**src/rtl/adder_result_accumulator_if.sv**
```systemverilog
// Beat-in / total-out handshake bundle for adder_result_accumulator.
// master drives beats, start and out_ready; slave is the accumulator.
interface adder_result_accumulator_if #(
  parameter int unsigned ACC_W = 8,
  parameter int unsigned BEATS = 4
);
  localparam int unsigned CntW = $clog2(BEATS + 1);

  logic             start;
  logic             in_valid;
  logic             in_ready;
  logic [1:0]       z;
  logic             carry;
  logic [ACC_W-1:0] acc_out;
  logic [CntW-1:0]  beat_cnt;
  logic             overflow;
  logic             out_valid;
  logic             out_ready;

  modport master (
    output start, in_valid, z, carry, out_ready,
    input  in_ready, acc_out, beat_cnt, overflow, out_valid
  );

  modport slave (
    input  start, in_valid, z, carry, out_ready,
    output in_ready, acc_out, beat_cnt, overflow, out_valid
  );
endinterface

```
**src/rtl/adder_result_accumulator.sv**
```systemverilog
// Sums BEATS 3-bit {carry, z} beats into an ACC_W-bit total with sticky overflow.
// Define ACC_SATURATE_EN to clamp the total on overflow instead of wrapping.
module adder_result_accumulator #(
  parameter int unsigned ACC_W = 8,
  parameter int unsigned BEATS = 4
) (
  input logic                         clk,
  input logic                         reset,
  adder_result_accumulator_if.slave   bus
);
  localparam int unsigned CntW = $clog2(BEATS + 1);
  localparam logic [ACC_W-1:0] AccMax = '1;

  typedef enum logic [1:0] {StIdle, StAccum, StDone} state_e;

  state_e           r_state, w_state_next;
  logic [ACC_W-1:0] r_acc, w_acc_next;
  logic [CntW-1:0]  r_cnt, w_cnt_next;
  logic             r_ovf, w_ovf_next;
  logic             w_accept;
  logic [ACC_W:0]   w_sum;

  assign w_accept = (r_state == StAccum) && bus.in_valid;
  // One spare bit on the adder catches the carry-out that marks overflow.
  assign w_sum    = {1'b0, r_acc} + (ACC_W + 1)'({bus.carry, bus.z});

  always_comb begin
    w_state_next = r_state;
    w_acc_next   = r_acc;
    w_cnt_next   = r_cnt;
    w_ovf_next   = r_ovf;
    unique case (r_state)
      StIdle: begin
        if (bus.start) begin
          w_acc_next   = '0;
          w_cnt_next   = '0;
          w_ovf_next   = 1'b0;
          w_state_next = StAccum;
        end
      end
      StAccum: begin
        if (w_accept) begin
          w_cnt_next = r_cnt + CntW'(1);
          w_ovf_next = r_ovf | w_sum[ACC_W];
`ifdef ACC_SATURATE_EN
          w_acc_next = (r_ovf || w_sum[ACC_W]) ? AccMax : w_sum[ACC_W-1:0];
`else
          w_acc_next = w_sum[ACC_W-1:0];
`endif
          if (w_cnt_next == CntW'(BEATS)) begin
            w_state_next = StDone;
          end
        end
      end
      StDone: begin
        if (bus.out_ready) begin
          w_state_next = StIdle;
        end
      end
      default: w_state_next = StIdle;
    endcase
  end

  always_ff @(posedge clk) begin
    if (reset) begin
      r_state <= StIdle;
      r_acc   <= '0;
      r_cnt   <= '0;
      r_ovf   <= 1'b0;
    end else begin
      r_state <= w_state_next;
      r_acc   <= w_acc_next;
      r_cnt   <= w_cnt_next;
      r_ovf   <= w_ovf_next;
    end
  end

  assign bus.in_ready  = (r_state == StAccum);
  assign bus.out_valid = (r_state == StDone);
  assign bus.acc_out   = r_acc;
  assign bus.beat_cnt  = r_cnt;
  assign bus.overflow  = r_ovf;
endmodule

```
**src/flat_wrapper.sv**
```systemverilog
// flat-port wrapper written by rule: the top's interface ports become plain ports
module adder_result_accumulator_flat 
#(
  parameter int unsigned ACC_W = 8,
  parameter int unsigned BEATS = 4
)
  (clk, reset, bus_start, bus_in_valid, bus_z, bus_carry, bus_out_ready, bus_in_ready, bus_acc_out, bus_beat_cnt, bus_overflow, bus_out_valid);
  adder_result_accumulator_if #(.ACC_W(ACC_W), .BEATS(BEATS)) bus_i ();
  input logic clk;
  input logic reset;
  input wire logic [$bits(bus_i.start)-1:0] bus_start;
  input wire logic [$bits(bus_i.in_valid)-1:0] bus_in_valid;
  input wire logic [$bits(bus_i.z)-1:0] bus_z;
  input wire logic [$bits(bus_i.carry)-1:0] bus_carry;
  input wire logic [$bits(bus_i.out_ready)-1:0] bus_out_ready;
  output wire logic [$bits(bus_i.in_ready)-1:0] bus_in_ready;
  output wire logic [$bits(bus_i.acc_out)-1:0] bus_acc_out;
  output wire logic [$bits(bus_i.beat_cnt)-1:0] bus_beat_cnt;
  output wire logic [$bits(bus_i.overflow)-1:0] bus_overflow;
  output wire logic [$bits(bus_i.out_valid)-1:0] bus_out_valid;
  assign bus_i.start = bus_start;
  assign bus_i.in_valid = bus_in_valid;
  assign bus_i.z = bus_z;
  assign bus_i.carry = bus_carry;
  assign bus_i.out_ready = bus_out_ready;
  assign bus_in_ready = bus_i.in_ready;
  assign bus_acc_out = bus_i.acc_out;
  assign bus_beat_cnt = bus_i.beat_cnt;
  assign bus_overflow = bus_i.overflow;
  assign bus_out_valid = bus_i.out_valid;
  adder_result_accumulator #(.ACC_W(ACC_W), .BEATS(BEATS)) u_core (.clk(clk), .reset(reset), .bus(bus_i));
endmodule
```
**config.mk**
```make
export PLATFORM = sky130hd
export DESIGN_NAME = adder_result_accumulator_flat
export DESIGN_NICKNAME = d
export VERILOG_FILES = /design/src/rtl/adder_result_accumulator_if.sv /design/src/rtl/adder_result_accumulator.sv /design/src/flat_wrapper.sv
export SDC_FILE = /design/constraint.sdc
export NUM_CORES = 1
export LEC_CHECK = 0
export BUFFER_PORTS_ARGS = -buffer_cell sky130_fd_sc_hd__clkbuf_2
export CAP_MARGIN = 20
export CORE_ASPECT_RATIO = 0.75
export CORE_MARGIN = 2
export CORE_UTILIZATION = 30
export CTS_CLUSTER_DIAMETER = 120
export DETAILED_ROUTE_END_ITERATION = 8
export SLEW_MARGIN = 5
export SYNTH_ARGS = -nofsm -noshare
export SYNTH_HDL_FRONTEND = slang
export SYNTH_SLANG_ARGS = --single-unit
```
**constraint.sdc**
```tcl
create_clock -name clk -period 2.48 [get_ports clk]
set_clock_uncertainty 0.05 [all_clocks]
set_input_delay 0.496 -clock clk [delete_from_list [all_inputs] [get_ports clk]]
set_output_delay 0.496 -clock clk [all_outputs]
set_load 0.005 [all_outputs]
```
==> out/qor.txt, run 1 <==
========================================================================================
Number of slew-limit violations in the final report .......................            0
Portion of the clock cycle consumed by the worst path in the final layout .        73.2%
Layout net count ..........................................................          118
Overall routing resource usage ............................................        12.1%
Synthesized area divided by synthesized cell count ........................     9.21 µm²
Highest clock rate ........................................................      551 MHz
Clock Tree Buf Depth ......................................................            2
Number of inserted filler cells in the final layout .......................          264
# Max-Cap Violations ......................................................            0
Die Y-Extent ..............................................................      47.2 µm
Total wire length after detailed routing ..................................      1.55 mm
Detailed-router iteration count before antenna repair .....................            2
Final sum of negative setup slack .........................................         0 ps
Worst min-delay path class ................................................   reg -> reg
Required @ worst endpoint .................................................      1930 ps
Die Width .................................................................      61.6 µm
Number of global-route vias before repair .................................          556
Total half-perimeter wirelength after legalization and detailed placement .      1.23 mm
Num rows ..................................................................           15
Number of register bits inferred by synthesis .............................           14
Power density normalized to cell area .....................................   494 mW/mm²
Area share of the leading cell type in the synthesized netlist ............        37.6%
Outcome ................................................................... finished clean
Instance count along the most critical hold path ..........................            2
Leakage Power .............................................................  0.000408 µW
Fraction of registers with async set/reset ................................           0%
Synthesis warning total ...................................................            0
Number of sinks handled by clock tree synthesis ...........................           14
I/O pin total .............................................................           22
Netlist area before placement .............................................      746 µm²
Fraction of final layout cells with drive strength greater than 1 .........        30.1%
Synthesized net count .....................................................           95
Worst vdd rail ir drop ....................................................   0.000252 V
Slew of the pin with the lowest slew margin ...............................       387 ps
Residual antenna-violating net count after detailed routing ...............            0
Signed area change from the synthesized netlist to the final layout .......        22.8%
Crit path launch type .....................................................     register
Path depth of the worst reg2reg path ......................................            6
Shortest clock period the worst path allows after layout ..................      1810 ps
Number of buffers inserted during clock tree synthesis ....................            3
Violation count after the first detailed-route iteration ..................            7
Endpoint type of the worst setup path ..................................... primary output
Number of endpoints with negative hold slack in the final report ..........            0
Arrival time of the worst setup path ......................................      1270 ps
Later-pin clock latency in the skew report ................................       280 ps
Biggest area consumer among synthesized cells ............................. sky130_fd_sc_hd__dfxtp_1
First-pass GRT wire length ................................................      2.46 mm
Setup repair after global routing missed its margin .......................           no
Number of buffers added on ports ..........................................           21
CP max FO .................................................................            6
Via density per instance ..................................................         4.50
Cts repair resizes ........................................................            0
Full die area .............................................................  0.00290 mm²
Sequential fraction of the synthesis area .................................        37.6%
Cell count after placement ................................................          133
Multi-input gate area .....................................................      444 µm²
Count of flip-flops with a built-in enable after synthesis ................            0
CTS tree ..................................................................         done
Primary FF master, synth .................................................. sky130_fd_sc_hd__dfxtp_1
Antenna diodes ............................................................            0
Tightest slew margin relative to the limit ................................        73.7%
Grt ovf ...................................................................            0
Antenna violations before repair ..........................................            0
Final weighted congestion of routability-driven global placement ..........        0.671
Startpoint-to-endpoint class of the critical path .........................   reg -> out
Initial core utilization ..................................................        32.0%
Pin count of the biggest net entering global routing ......................           13
DRC violation count after routing .........................................            0
Number of endpoints failing setup at the final stage ......................            0
Clock-pin slew of the registers on the worst-case setup and hold paths ....        90 ps
Level count of the clock H-tree ...........................................            1
Cell count after synthesis ................................................           81
Routed wire per std cell ..................................................      11.3 µm
Area of the core ..........................................................  0.00233 mm²
Overall via count from detail_route .......................................          617
Final std cells w/o fill ..................................................          137
Number of buffers inserted by hold repair at cts ..........................            0
Register cell area after layout ...........................................      280 µm²
Top cells by area in the synthesized netlist .............................. sky130_fd_sc_hd__dfxtp_1 38%, sky130_fd_sc_hd__ha_1 8.4%, sky130_fd_sc_hd__nor2_1 6.5%
Post-CTS Setup Repair Bufs ................................................            0
Post-synthesis cell type count ............................................           31
Clk Tree Root Cell ........................................................ sky130_fd_sc_hd__clkbuf_4
========================================================================================
## flip-flops by register name (all words and copies together), names as in the netlist
register / count
u_core.bus.beat_cnt: 3
u_core.bus.acc_out: 8
u_core.bus.overflow: 1
u_core.r_state: 2
## critical path, stage by stage, from the launching register on
cell	delay, ps
sky130_fd_sc_hd__dfxtp_1	430
sky130_fd_sc_hd__nor2b_1	370
sky130_fd_sc_hd__clkbuf_2	190
## cells in the mapped netlist, types with 2 or more instances
cell	instances
sky130_fd_sc_hd__inv_1	2
sky130_fd_sc_hd__mux2i_1	3
sky130_fd_sc_hd__xnor2_1	3
sky130_fd_sc_hd__dfxtp_1	14
sky130_fd_sc_hd__buf_2	2
sky130_fd_sc_hd__a22oi_1	4
sky130_fd_sc_hd__nor2_1	13
sky130_fd_sc_hd__ha_1	5
sky130_fd_sc_hd__nand3_1	4
sky130_fd_sc_hd__nand2_1	4
sky130_fd_sc_hd__or3_1	2
sky130_fd_sc_hd__nor2b_1	2
sky130_fd_sc_hd__a21oi_1	4
sky130_fd_sc_hd__xor2_1	2
## metal layers
| metal | vias to the layer above | track usage [%] | share of wire [%] |
|---|---|---|---|
| met5 | - | 0 | 0 |
| met2 | 12 | 18.5 | 44 |
| met1 | 274 | 15.7 | 50 |
| li1 | 329 | - | - |
| met3 | 2 | 5.79 | 4.6 |
| met4 | 0 | 2.55 | 0.97 |
## path summary, 6_finish.rpt
kind / from / to / slack (ps)
max: u_core.r_state[0]$_SDFFE_PP0P_ / bus_in_ready / 670
min: u_core.bus.acc_out[2]$_SDFFE_PP0P_ / u_core.bus.acc_out[2]$_SDFFE_PP0P_ / 440
max reg2reg: u_core.bus.acc_out[0]$_SDFFE_PP0P_ / u_core.bus.acc_out[4]$_SDFFE_PP0P_ / 730
min reg2reg: u_core.bus.acc_out[2]$_SDFFE_PP0P_ / u_core.bus.acc_out[2]$_SDFFE_PP0P_ / 440
## area by class of cell
| class | count | area share [%] |
|---|---|---|
| Inverter | 2 | 0.820 |
| Sequential cell | 14 | 30.6 |
| Clock buffer | 4 | 3.96 |
| Tap cell | 34 | 4.64 |
| Timing Repair Buffer | 21 | 11.5 |
| Multi-Input combinational cell | 62 | 48.5 |
## report_power, final
| group | total, µW | internal (µW) | leakage, µW | switching [µW] |
|---|---|---|---|---|
| combinational | 51.4 | 22.6 | 0.000274 | 28.7 |
| clock | 167 | 89.3 | 0.0000210 | 77.7 |
| sequential | 235 | 229 | 0.000113 | 5.47 |
## through the flow
stage	cell area, µm²	hold WS [ps]	power [µW]	setup slack, ps	utilization [%]
6_report	916	436	453	666	39.4
2_1_floorplan	746	411	274	692	-
5_1_grt	916	439	480	521	39.4
3_5_place_dp	880	426	291	489	37.8
4_1_cts	916	442	460	651	39.4
3_3_place_gp	880	415	291	545	37.8
## logic make-up (layout without fill, tap and decap cells)
| kind of cell | after synthesis | after routing | synth area share (%) |
|---|---|---|---|
| and+or+nand+nor | 35 | 35 | 25.7 |
| muxes | 4 | 4 | 5.87 |
| adders and majority gates | 6 | 6 | 11.1 |
| xor gates and xnor gates | 5 | 5 | 5.87 |
| AOI/OAI and AO/OA | 12 | 12 | 11.1 |
| buffers and inverters | 5 | 27 | 2.85 |
| DFF | 14 | 14 | 37.6 |
## layout by cell type, fill, tap and decap left out
cell type,netlist,layout
sky130_fd_sc_hd__clkbuf_2,0,21
sky130_fd_sc_hd__dfxtp_1,14,14
sky130_fd_sc_hd__nor2_1,13,13
sky130_fd_sc_hd__ha_1,5,5
sky130_fd_sc_hd__a21oi_1,4,4
sky130_fd_sc_hd__nand3_1,4,4
sky130_fd_sc_hd__a22oi_1,4,4
sky130_fd_sc_hd__nand2_1,4,4
sky130_fd_sc_hd__xnor2_1,3,3
sky130_fd_sc_hd__mux2i_1,3,3
sky130_fd_sc_hd__clkbuf_4,0,3
sky130_fd_sc_hd__nor2b_1,2,2
sky130_fd_sc_hd__inv_1,2,2
sky130_fd_sc_hd__xor2_1,2,2
sky130_fd_sc_hd__or3_1,2,2
sky130_fd_sc_hd__and2b_2,1,1
sky130_fd_sc_hd__nor3b_1,1,1
sky130_fd_sc_hd__or2_2,1,1
sky130_fd_sc_hd__mux2i_2,1,1
sky130_fd_sc_hd__nor4_2,1,1
sky130_fd_sc_hd__and3_1,1,1
sky130_fd_sc_hd__or2_0,1,1
sky130_fd_sc_hd__o21ai_1,1,1
sky130_fd_sc_hd__nand4b_1,1,1
sky130_fd_sc_hd__a211oi_2,1,1
sky130_fd_sc_hd__a2111oi_0,1,1
sky130_fd_sc_hd__nor4b_2,1,1
sky130_fd_sc_hd__nor3_1,1,1
sky130_fd_sc_hd__a31oi_1,1,1
sky130_fd_sc_hd__and2_1,1,1
sky130_fd_sc_hd__fa_1,1,1
sky130_fd_sc_hd__clkbuf_8,0,1
No activity file was read; power rests on OpenSTA's default activity.
==> run 2, diff against run 1 <==
- clock period: 2.48 -> 1.7 ns (I/O delays scaled with it)
==> run 2 against run 1 <==
Clock-buffer cell count is 1 lower. Setup slack lost 600 ps. Non-clock buffer count is 2 higher. Final area up 1.4%. Sequential power increased by 46%.
==> out/qor.txt, run 2 (synthesized netlist as in run 1, its figures left out) <==
========================================================================================
Outcome ................................................................... finished clean
Number of global-route vias before repair .................................          589   +5.9%
# Max-Cap Violations ......................................................            0   unchanged
R2r startpoint ............................................................ u_core.bus.acc_out[0]$_SDFFE_PP0P_
Later-pin clock latency in the skew report ................................       280 ps   about the same
Seq pwr share .............................................................        55.5%   +3.7 points
Number of slew-limit violations in the final report .......................            0   unchanged
Fin area ..................................................................      928 µm²   +1.4%
Most common library cell in the layout ignoring fill and taps ............. sky130_fd_sc_hd__clkbuf_2
Switching pwr .............................................................       162 µW   +45%
Proportion of power drawn by combinational gates ..........................        13.4%   +2.1 points
Startpoint-to-endpoint class of the critical path .........................   reg -> reg
Required @ worst endpoint .................................................      1830 ps   -100 ps
Worst vdd rail ir drop ....................................................   0.000334 V   +32%
First-pass GRT wire length ................................................      2.59 mm   +5.0%
Total wire length after detailed routing ..................................      1.62 mm   +5.0%
CP max FO .................................................................            3   -3
Clk Tree Root Cell ........................................................ sky130_fd_sc_hd__clkbuf_4
Highest clock rate ........................................................      611 MHz
DRC violation count after routing .........................................            0   unchanged
Detailed-router iteration count before antenna repair .....................            3   +1
Via density per instance ..................................................         4.48   -0.56%
Cell-internal power .......................................................       455 µW   +33%
Worst min-delay path class ................................................    in -> reg
Layout net count ..........................................................          120   +1.7%
Clk network pwr share .....................................................        31.1%   -5.8 points
Number of inserted filler cells in the final layout .......................          251   -4.9%
Shortest clock period the worst path allows after layout ..................      1640 ps
Capture instance of the worst register-to-register path ................... u_core.bus.acc_out[4]$_SDFFE_PP0P_
Routed wire per std cell ..................................................      11.8 µm   +4.2%
Path depth of the worst reg2reg path ......................................            7   +1
Number of endpoints failing setup at the final stage ......................            0   unchanged
Slew of the pin with the lowest slew margin ...............................       370 ps   -16.6 ps
Fraction of final layout cells with drive strength greater than 1 .........        34.6%   +4.5 points
Endpoint type of the worst setup path .....................................     register
Hold_sp ................................................................... bus_out_ready
Most frequent cells in the layout ......................................... 21 x sky130_fd_sc_hd__clkbuf_2, 14 x sky130_fd_sc_hd__dfxtp_1, 13 x sky130_fd_sc_hd__nor2_1
Grt ovf ...................................................................            0   unchanged
Tightest slew margin relative to the limit ................................        75.3%   +1.6 points
Clock-pin slew of the registers on the worst-case setup and hold paths ....        90 ps   about the same
Final weighted congestion of routability-driven global placement ..........        0.676   +0.75%
Die Y-Extent ..............................................................      47.2 µm   unchanged
Setup repair after global routing missed its margin .......................           no
Num rows ..................................................................           15   unchanged
Antenna diodes ............................................................            0   unchanged
I/O pin total .............................................................           22   unchanged
Clock Tree Buf Depth ......................................................            2   unchanged
Violation count after the first detailed-route iteration ..................           19   +12
Number of buffers added on ports ..........................................           21   unchanged
Number of sinks handled by clock tree synthesis ...........................           14   unchanged
Number of endpoints with negative hold slack in the final report ..........            0   unchanged
Instance count along the most critical hold path ..........................            4   +2
Cell area after placement .................................................      895 µm²   +1.7%
Pin count of the biggest net entering global routing ......................           13   unchanged
Total half-perimeter wirelength after legalization and detailed placement .      1.23 mm   -0.27%
Power density normalized to cell area .....................................   664 mW/mm²   +34%
Area of the core ..........................................................  0.00233 mm²   unchanged
Antenna violations before repair ..........................................            0   unchanged
Die Width .................................................................      61.6 µm   unchanged
Leakage Power .............................................................  0.000408 µW   about the same
CTS tree ..................................................................         done
Overall via count from detail_route .......................................          618   +0.16%
Endpoint of the worst hold-timing path .................................... u_core.r_state[1]$_SDFFE_PP0P_
Full die area .............................................................  0.00290 mm²   unchanged
Number of flip-flops under the largest register name ......................            8   unchanged
Arrival time of the worst setup path ......................................      1770 ps   +500 ps
Reg2Reg Setup Slack .......................................................        60 ps   -670 ps
Switching power share of the total ........................................        26.2%   +1.5 points
Level count of the clock H-tree ...........................................            1   unchanged
Signed area change from the synthesized netlist to the final layout .......        24.5%
Crit path launch type .....................................................     register
Residual antenna-violating net count after detailed routing ...............            0   unchanged
Number of buffers inserted during clock tree synthesis ....................            3   unchanged
Final sum of negative setup slack .........................................         0 ps   unchanged
Portion of the clock cycle consumed by the worst path in the final layout .        96.2%
Overall routing resource usage ............................................        12.5%   +0.42 points
Initial core utilization ..................................................        32.0%   unchanged
========================================================================================
run 2: power groups by stage:
stage	clock network, µW	registers, µW	logic (µW)
2_1_floorplan	0	349	50.0
3_3_place_gp	0	350	78.3
3_5_place_dp	0	350	80.0
4_1_cts	198	342	80.5
5_1_grt	209	344	93.6
6_report	192	343	82.6
run 2: critical path, cell delays in order (launching register included):
cell                      delay, ps
sky130_fd_sc_hd__dfxtp_1        390
sky130_fd_sc_hd__ha_2           220
sky130_fd_sc_hd__fa_2           230
sky130_fd_sc_hd__a21oi_2         60
sky130_fd_sc_hd__buf_4          140
sky130_fd_sc_hd__nor4b_2        250
sky130_fd_sc_hd__xnor2_1        150
sky130_fd_sc_hd__nor2_1          50
run 2: what timing repair did:
item / 4_1_cts / 5_1_grt
endpoints found under the hold margin: 0 / 0
resized for setup: 0 / 4
setup endpoints to repair: 0 / 4
hold buffers: 0 / 0
buffers inserted: 0 / 0
run 2: layer usage:
metal	global-route usage, %	share of wire, %	vias to the layer above
li1	-	-	329
met1	16.6	49	273
met2	19.6	45	14
met3	4.13	4.7	2
met4	3.83	0.80	0
met5	0	0	-
run 2: worst max-delay path by stage:
stage	end	from	cells after the start	slack (ps)
floorplan	u_core.bus.overflow$_SDFFE_PP0P_	u_core.bus.acc_out[0]$_SDFFE_PP0P_	6	60
global placement	u_core.bus.overflow$_SDFFE_PP0P_	bus_z[0]	8	-30
detailed placement	u_core.bus.overflow$_SDFFE_PP0P_	bus_z[0]	8	-70
CTS	u_core.bus.overflow$_SDFFE_PP0P_	u_core.bus.acc_out[0]$_SDFFE_PP0P_	7	6
global route	u_core.bus.acc_out[4]$_SDFFE_PP0P_	u_core.bus.acc_out[0]$_SDFFE_PP0P_	7	20
finish	u_core.bus.acc_out[4]$_SDFFE_PP0P_	u_core.bus.acc_out[0]$_SDFFE_PP0P_	7	60
run 2: area by class of cell:
| class | count | area, µm² | share of cell area, % |
|---|---|---|---|
| Clock buffer | 3 | 22.5 | 2.43 |
| Inverter | 2 | 7.51 | 0.809 |
| Multi-Input combinational cell | 62 | 455 | 49.1 |
| Sequential cell | 14 | 280 | 30.2 |
| Tap cell | 34 | 42.5 | 4.58 |
| Timing Repair Buffer | 23 | 120 | 12.9 |
run 2: through the flow:
step / worst slack, ps / hold WS, ps / power [µW] / utilization [%] / std cells
5_1_grt: 16.4 / 315 / 646 / 39.9 / 138
4_1_cts: 6.16 / 300 / 621 / 39.4 / 138
3_3_place_gp: -29.7 / 415 / 428 / 38.4 / 135
2_1_floorplan: 63.3 / 411 / 399 / - / 81
6_report: 64.2 / 304 / 617 / 39.9 / 138
3_5_place_dp: -72.4 / 429 / 430 / 38.4 / 135
==> run 3, diff against run 2 <==
- RECOVER_POWER: default -> 50
==> run 3 against run 2 <==
Clock power about the same. Total power down 0.13%. Routed wire length is 0.43% higher. Combinational power fell by 0.7%. Critical path type unchanged.
==> out/qor.txt, run 3 (synthesized netlist as in run 1, its figures left out) <==
========================================================================================
Startpoint-to-endpoint class of the critical path .........................   reg -> reg
Number of sinks handled by clock tree synthesis ...........................           14   unchanged
Area of the core ..........................................................  0.00233 mm²   unchanged
Clock Tree Buf Depth ......................................................            2   unchanged
Residual antenna-violating net count after detailed routing ...............            0   unchanged
Worst vdd rail ir drop ....................................................   0.000333 V   -0.13%
CTS tree ..................................................................         done
Num rows ..................................................................           15   unchanged
Hold_sp ................................................................... bus_out_ready
Signed area change from the synthesized netlist to the final layout .......        23.2%
Antenna violations before repair ..........................................            0   unchanged
Die Y-Extent ..............................................................      47.2 µm   unchanged
Final weighted congestion of routability-driven global placement ..........        0.676   unchanged
Number of inserted filler cells in the final layout .......................          256   +2.0%
Cell count after placement ................................................          135   unchanged
Level count of the clock H-tree ...........................................            1   unchanged
Leakage Power .............................................................  0.000380 µW   -6.8%
Crit path launch type .....................................................     register
Endpoint type of the worst setup path .....................................     register
# Max-Cap Violations ......................................................            0   unchanged
Number of global-route vias before repair .................................          589   unchanged
Most frequent cells in the layout ......................................... 14 x sky130_fd_sc_hd__dfxtp_1, 13 x sky130_fd_sc_hd__nor2_1, 13 x sky130_fd_sc_hd__clkbuf_2, 8 x sky130_fd_sc_hd__clkbuf_1
Final std cells w/o fill ..................................................          138   unchanged
Total wire length after detailed routing ..................................      1.63 mm   +0.43%
Via density per instance ..................................................         4.46   -0.49%
Slew of the pin with the lowest slew margin ...............................       371 ps   +0.572 ps
Number of endpoints with negative hold slack in the final report ..........            0   unchanged
Number of endpoints failing setup at the final stage ......................            0   unchanged
Overall via count from detail_route .......................................          615   -0.49%
Instance count along the most critical hold path ..........................            4   unchanged
Worst min-delay path class ................................................    in -> reg
Setup repair after global routing missed its margin .......................           no
Final sum of negative setup slack .........................................         0 ps   unchanged
Layout net count ..........................................................          120   unchanged
First-pass GRT wire length ................................................      2.59 mm   unchanged
Full die area .............................................................  0.00290 mm²   unchanged
Path depth of the worst reg2reg path ......................................            7   unchanged
CP max FO .................................................................            3   unchanged
Die Width .................................................................      61.6 µm   unchanged
Pre-CTS setup slack .......................................................     -72.4 ps   unchanged
Grt ovf ...................................................................            0   unchanged
Most common library cell in the layout ignoring fill and taps ............. sky130_fd_sc_hd__dfxtp_1
Highest clock rate ........................................................      614 MHz   +0.49%
Endpoint of the worst hold-timing path .................................... u_core.r_state[1]$_SDFFE_PP0P_
Shortest clock period the worst path allows after layout ..................      1630 ps   -7.98 ps
Number of buffers inserted during clock tree synthesis ....................            3   unchanged
Portion of the clock cycle consumed by the worst path in the final layout .        95.8%   -0.47 points
I/O pin total .............................................................           22   unchanged
Detailed-router iteration count before antenna repair .....................            3   unchanged
Clk Tree Root Cell ........................................................ sky130_fd_sc_hd__clkbuf_4
DRC violation count after routing .........................................            0   unchanged
Outcome ................................................................... finished clean
Routed wire per std cell ..................................................      11.8 µm   +0.43%
Required @ worst endpoint .................................................      1830 ps   about the same
Number of slew-limit violations in the final report .......................            0   unchanged
Total half-perimeter wirelength after legalization and detailed placement .      1.23 mm   unchanged
Reg2Reg Setup Slack .......................................................        70 ps   about the same
R2r startpoint ............................................................ u_core.bus.acc_out[0]$_SDFFE_PP0P_
Tightest slew margin relative to the limit ................................        75.2%   about the same
Antenna diodes ............................................................            0   unchanged
Fraction of final layout cells with drive strength greater than 1 .........        26.9%   -7.7 points
Clock-pin slew of the registers on the worst-case setup and hold paths ....        90 ps   about the same
Number of buffers added on ports ..........................................           21   unchanged
Arrival time of the worst setup path ......................................      1760 ps   about the same
Final Worst Setup Slack ...................................................      72.2 ps   +7.98 ps
Later-pin clock latency in the skew report ................................       280 ps   about the same
Capture instance of the worst register-to-register path ................... u_core.bus.acc_out[4]$_SDFFE_PP0P_
Pin count of the biggest net entering global routing ......................           13   unchanged
Overall routing resource usage ............................................        12.5%   unchanged
Number of flip-flops under the largest register name ......................            8   unchanged
Power density normalized to cell area .....................................   671 mW/mm²   +0.96%
Violation count after the first detailed-route iteration ..................           17   -2
Initial core utilization ..................................................        32.0%   unchanged
========================================================================================
-- run 3: cell counts in the layout (fill, tap and decap cells not counted) --
No cell type changed its count.
-- run 3: layer usage --
layer  vias up  track usage, %  share of wire [%]
li1        328               -                  -
met1       271            16.6                 49
met2        14            19.6                 45
met3         2            4.13                4.7
met4         0            3.83               0.80
met5         -               0                  0
-- run 3: how the worst max path moves through the flow --
stage | start | end | slack [ps]
2_1_floorplan | u_core.bus.acc_out[0]$_SDFFE_PP0P_ | u_core.bus.overflow$_SDFFE_PP0P_ | 60
3_3_place_gp | bus_z[0] | u_core.bus.overflow$_SDFFE_PP0P_ | -30
3_5_place_dp | bus_z[0] | u_core.bus.overflow$_SDFFE_PP0P_ | -70
4_1_cts | u_core.bus.acc_out[0]$_SDFFE_PP0P_ | u_core.bus.overflow$_SDFFE_PP0P_ | 6
5_1_grt | u_core.bus.acc_out[0]$_SDFFE_PP0P_ | u_core.bus.acc_out[4]$_SDFFE_PP0P_ | 20
6_report | u_core.bus.acc_out[0]$_SDFFE_PP0P_ | u_core.bus.acc_out[4]$_SDFFE_PP0P_ | 70
-- run 3: worst max-delay path: stages, from the launching register on --
cell	delay, ps
sky130_fd_sc_hd__dfxtp_1	380
sky130_fd_sc_hd__ha_2	220
sky130_fd_sc_hd__fa_2	230
sky130_fd_sc_hd__a21oi_2	60
sky130_fd_sc_hd__buf_4	140
sky130_fd_sc_hd__nor4b_2	250
sky130_fd_sc_hd__xnor2_1	150
sky130_fd_sc_hd__nor2_1	50
-- run 3: layout make-up --
type                       instances  area [µm²]  share of cell area, %
clock buffer                       3        22.5                   2.45
inverter                           2        7.51                  0.817
multi-input combinational         62         455                   49.6
sequential                        14         280                   30.5
tap                               34        42.5                   4.63
timing repair buffer              23         110                   12.0
-- run 3: timing repair --
item | 4_1_cts | 5_1_grt
endpoints found under the setup margin | 0 | 4
buffers inserted | 0 | 0
resized for setup | 0 | 4
hold buffers | 0 | 0
-- run 3: report_power, final --
group / total (µW) / switching, µW / internal, µW
sequential: 343 / 8.38 / 334
clock: 192 / 109 / 82.2
combinational: 82.0 / 44.0 / 38.0
-- run 3: per-stage QoR --
step	utilization (%)	power [µW]	cell area, µm²	hold slack (ps)
floorplan	-	399	746	411
global placement	38.4	428	895	415
detailed placement	38.4	430	895	429
CTS	39.4	621	917	300
global route	39.5	646	918	315
finish	39.5	616	918	304
